### config.mk
export PLATFORM = sky130hd
export DESIGN_NAME = dmem_responder
export DESIGN_NICKNAME = d
export VERILOG_FILES = /design/src/rtl/dmem_responder.sv
export SDC_FILE = /design/constraint.sdc
export NUM_CORES = 2
export LEC_CHECK = 0
export CELL_PAD_IN_SITES_DETAIL_PLACEMENT = 2
export CELL_PAD_IN_SITES_GLOBAL_PLACEMENT = 2
export CORE_UTILIZATION = 31
export CTS_CLUSTER_SIZE = 20
export DETAILED_ROUTE_END_ITERATION = 10
export HOLD_SLACK_MARGIN = 0.08
export PLACE_DENSITY = 0.59
export SLEW_MARGIN = 15
export SYNTH_ARGS = -nofsm -noshare
export SYNTH_HDL_FRONTEND = slang
export SYNTH_SLANG_ARGS = --single-unit
### constraint.sdc
create_clock -name clk -period 7.3 [get_ports clk]
set_input_delay 1.46 -clock clk [delete_from_list [all_inputs] [get_ports clk]]
set_output_delay 1.46 -clock clk [all_outputs]
set_load 0.05 [all_outputs]
### src/rtl/dmem_responder.sv
// Responder end of the core data-memory interface: one outstanding load/store,
// programmable wait before the access, registered response held until accepted.
module dmem_responder #(
  parameter int DEPTH_WORDS = 64,
  parameter int LATENCY     = 2
) (
  input  logic        clk,
  input  logic        reset,
  input  logic        req_valid,
  output logic        req_ready,
  input  logic        req_write,
  input  logic [31:0] req_addr,
  input  logic [31:0] req_wdata,
  output logic        resp_valid,
  input  logic        resp_ready,
  output logic [31:0] resp_rdata,
  output logic        resp_err
);
  localparam int AW = $clog2(DEPTH_WORDS);
  localparam logic [1:0] IDLE = 2'd0, WAIT = 2'd1, RESP = 2'd2;

  logic [1:0]  state;
  logic [3:0]  cnt;
  logic        hold_write;
  logic [31:0] hold_addr, hold_wdata;
  logic [31:0] mem [DEPTH_WORDS];

  logic [29:0] widx;
  logic        err_mis, err_rng, err, access, accept;

  assign widx    = hold_addr[31:2];
  assign err_mis = hold_addr[1:0] != 2'b00;
  // Full-width compare so out-of-range indices never alias into the array
  assign err_rng = widx >= 30'(DEPTH_WORDS);
  assign err     = err_mis | err_rng;
  assign accept  = (state == IDLE) && req_valid && req_ready;
  assign access  = (state == WAIT) && (cnt == 4'd0);

  always_ff @(posedge clk or negedge reset) begin
    if (!reset) begin
      state      <= IDLE;
      req_ready  <= 1'b0;
      resp_valid <= 1'b0;
      resp_rdata <= '0;
      resp_err   <= 1'b0;
      cnt        <= '0;
      hold_write <= 1'b0;
      hold_addr  <= '0;
      hold_wdata <= '0;
    end else begin
      case (state)
        IDLE: begin
          if (accept) begin
            hold_write <= req_write;
            hold_addr  <= req_addr;
            hold_wdata <= req_wdata;
            cnt        <= 4'(LATENCY);
            state      <= WAIT;
            req_ready  <= 1'b0;
          end else begin
            // req_ready is registered so it stays low for the whole reset window
            req_ready  <= 1'b1;
          end
        end
        WAIT: begin
          if (cnt != 4'd0) begin
            cnt <= cnt - 4'd1;
          end else begin
            state      <= RESP;
            resp_valid <= 1'b1;
            resp_err   <= err;
            resp_rdata <= (!hold_write && !err) ? mem[widx[AW-1:0]] : 32'h0;
          end
        end
        RESP: begin
          if (resp_ready) begin
            state      <= IDLE;
            resp_valid <= 1'b0;
            resp_rdata <= '0;
            resp_err   <= 1'b0;
            req_ready  <= 1'b1;
          end
        end
        default: begin
          state     <= IDLE;
          req_ready <= 1'b0;
        end
      endcase
    end
  end

  // Array is not reset; an async reset pulls state out of WAIT so no write fires
  always_ff @(posedge clk) begin
    if (access && hold_write && !err)
      mem[widx[AW-1:0]] <= hold_wdata;
  end

endmodule

======== Word level (Yosys, flattened, before mapping) ========
Memories as Yosys holds them, arrays and structs flattened.
Cells that the tools add are included.
storage, ports and cells
  memory bits (writable) .................. 2048
  bits in read-only memories .............. 0
  output and inout port bits .............. 35
  flip-flop bits (word level) ............. 106
  latch bits .............................. 0
  input port bits ......................... 69
  memories kept ........................... 1
memories
  name  depth  width  rd ports  clocked after Yosys merged registers in  wr ports  RTL line  RTL
  mem   64     32     1         0                                        1         26        logic [31:0] mem [DEPTH_WORDS];
operators by class
  muxes and demuxes ....................... 21
  div/mod/pow operators ................... 0
  bitwise operators ....................... 2
  reduce and logical (&&, ||, !) cells .... 19
  equality and inequality tests ........... 6
  $mul .................................... 0
  $lt $le $gt $ge ......................... 1
  shifts and indexed selects .............. 0
  add/subtract/negate cells ............... 1
operator list
  operator               number
  $mux W32               3
  $pmux W32 S2           1
  $ge A30 B7 Y1 const B  1
  $reduce_and A3 Y1      3
  $mux W4                2
  $pmux W4 S2            1
  $mux W1                7
  $logic_and A1 B1 Y1    6
  $mux W2                3
  $ne A2 B2 Y1 const B   3
  $pmux W2 S3            1
  $reduce_bool A2 Y1     3
  $logic_not A4 Y1       1
  $pmux W1 S2            2
  $reduce_and A2 Y1      2
  $reduce_bool A4 Y1     1
  $sub A4 B1 Y4 const B  1
  $pmux W1 S3            1
  $eq A2 B1 Y1 const B   1
  $eq A2 B2 Y1 const B   1
  $logic_not A1 Y1       2
  $logic_not A2 Y1       1
  $ne A2 B1 Y1 const B   1
  $not A1 Y1             1
  $or A1 B1 Y1           1

======== Depth between registers and ports, before layout ========
  depth in word-level cells ............... 7
  depth in mapped cells ................... 11
  mapped depth without buffers ............ 7

======== Worst setup path after synthesis ========
OpenSTA, ideal clock, no wires.
  path kind ............................... reg-to-reg
  start ................................... register hold_addr[4]
  end ..................................... memory mem[12][0], enable pin
  data arrival time ....................... 3274 ps
  slack ................................... 3604 ps
  data required time ...................... 6879 ps
  cell stages (with the launch flop) ...... 9
  path through ............................ dfrtp_1 -> buf_2 -> buf_2 -> buf_2 -> buf_2 -> buf_2 -> buf_2 -> nand4_1 -> nor2_1
between the ends
  longest elaborated chain between the ends .. 6
ends and longest elaborated chain
  item                           RTL line  RTL
  from (decl)                    25        logic [31:0] hold_addr, hold_wdata;
  from (signal assigned)         55        hold_addr <= req_addr;
  $ge A30 B7 Y1                  34        assign err_rng = widx >= 30'(DEPTH_WORDS);
  $or A1 B1 Y1                   35        assign err = err_mis | err_rng;
  $logic_not A1 Y1               94        if (access && hold_write && !err)
  $logic_and A1 B1 Y1            94
  $mux W1                        94
  $mux W1 (implied by the code)  95        mem[widx[AW-1:0]] <= hold_wdata;
  to (decl)                      26
Parallel ways exist; a longest one is shown, timed or not.

======== Worst setup path after layout ========
  start ................................... register state[0]
  end ..................................... memory mem[14][0], enable pin
between the ends
  longest elaborated chain between the ends .. 6
ends and longest elaborated chain
  item                               RTL line  RTL
  from (decl)                        22        logic [1:0] state;
  from (signal assigned)             41        state <= IDLE;
  from (signal assigned)             58        state <= WAIT;
  from (signal assigned)             69        state <= RESP;
  $eq A2 B1 Y1                       37        assign access = (state == WAIT) && (cnt == 4'd0);
  $logic_and A1 B1 Y1                37
  $logic_and A1 B1 Y1 (2 in series)  94
  $mux W1                            94
  $mux W1 (implied by the code)      95
Every way passes these cells.

==> out/qor.csv <==
metric,value,unit
outcome,completed,
top_layer,met5,
dr.first_iter.drc_count,5565,
wl_met3,23.2,mm
row_count,188,
tightest_slew,1290,ps
wl_met2,145,mm
setup_viol,0,
cts_tree,yes,
cpPeakStageDelay,840,ps
root_buffer,clkbuf_16,
finalPower,40000,µW
grt_pass1_wl,424,mm
fin_nets,4649,
crit_fanout,23,
fin_tns_setup,0,ps
post_cts_resized,0,
drive_gt1_share,23.8,%
slew_violations,0,
p_per_area,417,nW/µm²
r2r_start,state[0],
syn_inst,4336,
routed_wl,311,mm
hold_start,resp_valid,
clk_pin_slew_worst_paths,60,ps
maxCapViolations,0,
min_period,4400,ps
postRouteAntennaNets,0,
yosysWarnings,0,
cp.arrival,4980,ps
viasPerCell,5.74,
cts_buffers,225,
p_leak,0.0296,µW
vias,47548,
ys_ff_latch,2154,
cts_setup_buffers,0,
yosys_most_used_dff,edfxtp_1,
antenna_found_initial,20,
synth_fp_nets,4407,
detailedPlacementHpwl,186,mm
final.period_utilization,60.3,%
drc,0,
grt_pass1_vias,48550,
syn_avg_cell_area,19.0,µm²
syn_area,82300,µm²
synthToLayoutAreaGrowth,16.6,%
slowest_stage,nor2_4,
initial_core_util,31.3,%
io_buffer_count,103,
core,263000,µm²
clockBufferDepth,3,
hp-class,flip-flop to flip-flop,
ir_drop,0.000431,V
criticalPathCategory,flip-flop to flip-flop,
hold_buffers,0,
grt_setup_unrepaired,no,
slew-limit-headroom,13.3,%
synth-edff-count,2048,
hold_viol,0,
cp-start-kind,flip-flop,
avgRoutedWirePerCell,37.6,µm
cts_sinks,2154,
design.die.area,268000,µm²
crit_chain,"nor2b_1, nand3_1, nor3_1, buf_4, nand4_1, buf_4, nor2_4, buf_4",
crit_start,state[0],
fp.dieH,517,µm
drt_pass1_iterations,5,
m1WireLength,135,mm
clock_latency,890,ps
grt_usage,23.1,%
fmax,0.227,GHz
crit_path_end_kind,flip-flop,
skew,56.1,ps
crit_required,7880,ps
holdWs,493,ps
htree_levels,4,
yosysSeqAreaShare,77.9,%
die_w,517,µm
crit_top_cell,buf_4,
pin_count,104,
grt_overflow,0,
gp_congestion,0.832,
synth.distinct_cells,70,
synth-async-reset-ratio,4.92,%
grt_start_max_net_pins,100,
report_power, final:
part / internal, µW / switching, µW / total, µW
clock network: 6240 / 5000 / 11200
registers: 15600 / 1200 / 16800
logic: 3380 / 8630 / 12000
total: 25200 / 14800 / 40000
logic make-up after synthesis:
kind of cell               Yosys count  share of synthesized area, %
DFF                               2154                          77.9
AOI/OAI and AO/OA                  868                          7.22
muxes                              593                          10.8
and+or+nand+nor                    424                          2.38
buffers and inverters              293                          1.63
xor gates and xnor gates             2                        0.0213
adders and majority gates            2                        0.0304
stage by stage:
stage | util [%] | cells | worst slack [ps] | cell area [µm²]
after floorplan | - | 4336 | 3600 | 82300
after global placement | 33.7 | 7857 | 2520 | 88700
after detailed placement | 33.8 | 7866 | 2930 | 88900
after CTS | 36.5 | 8283 | 2880 | 96000
after global routing | 36.5 | 8285 | 2730 | 96000
final | 36.5 | 8290 | 2900 | 96000
sequential cells by signal (all words and copies together), names as in the netlist:
register	flops
mem	2048
resp_err	1
cnt	4
state	2
resp_rdata	32
hold_write	1
resp_valid	1
req_ready	1
hold_addr	32
hold_wdata	32
synth_stat cells (all sizes together), types with 3 or more instances:
cell | n | area share (%)
mux2i | 106 | 1.3
nor2b | 15 | 0.11
nand2b | 9 | 0.068
o31ai | 10 | 0.091
and3b | 3 | 0.032
mux2 | 279 | 3.8
o22ai | 282 | 2.1
nor3b | 3 | 0.027
o21ai | 108 | 0.66
or2 | 3 | 0.023
a221oi | 16 | 0.17
a31oi | 6 | 0.046
or4 | 4 | 0.041
a211oi | 37 | 0.34
nand3b | 5 | 0.046
and2 | 4 | 0.030
o32ai | 12 | 0.13
or3 | 12 | 0.091
dfrtp | 106 | 3.2
nand3 | 16 | 0.097
o22a | 19 | 0.20
edfxtp | 2048 | 75
a22oi | 32 | 0.29
o221ai | 130 | 1.4
a22o | 17 | 0.18
a211o | 3 | 0.032
o211ai | 6 | 0.055
nand4 | 9 | 0.076
inv | 8 | 0.036
buf | 165 | 1.1
clkbuf | 120 | 0.55
mux4 | 208 | 5.7
nor2 | 135 | 0.62
a2111oi | 12 | 0.13
and3 | 8 | 0.061
a32o | 12 | 0.15
or3b | 3 | 0.032
nand2 | 149 | 0.68
nor3 | 25 | 0.15
nor4 | 18 | 0.17
a221o | 7 | 0.085
a21oi | 122 | 0.74
a2bb2oi | 19 | 0.20
cell usage in the layout, fill, tap and decap left out, types with 67 or more instances in the layout:
cell,instances
clkdlybuf4s50_1,102
mux2_2,279
mux4_2,208
edfxtp_1,2048
mux2i_1,106
o21ai_0,108
nand2_1,145
a21oi_1,122
nor2_1,70
dfrtp_1,71
o22ai_1,282
buf_4,180
clkbuf_16,226
clkbuf_1,67
o221ai_1,130
final cells by class:
type / count / area (µm²)
diodes: 7 / 17.5
clock buffers: 308 / 6110
clock inverters: 109 / 943
fillers: 25371 / 167000
inverters: 8 / 35.0
multi-input cells: 1889 / 17500
flip-flops and latches: 2154 / 64200
well taps: 3515 / 4400
repair buffers: 300 / 2750
critical path, delay by kind of cell (launching register included):
kind	cells	cell delay, ps
flip-flops	1	450
AND/OR/NAND/NOR	5	2590
buffers and inverters	3	1020
path summary, 6_finish.rpt:
check	to	slack [ps]	depth (start not counted)
max	mem[14][0]	2900	8
min	resp_valid	490	2
max reg2reg	mem[14][0]	2900	8
min reg2reg	resp_valid	490	2
max in group asynchronous	hold_wdata[26]	5150	2
min in group asynchronous	cnt[2]	610	1
metal layers:
metal / up-vias / global-route usage [%]
met2: 2086 / 36.4
met3: 393 / 3.88
li1: 18485 / -
met1: 26578 / 32.9
met5: - / 0
met4: 6 / 5.92
Power figures use the tool's default switching activity.
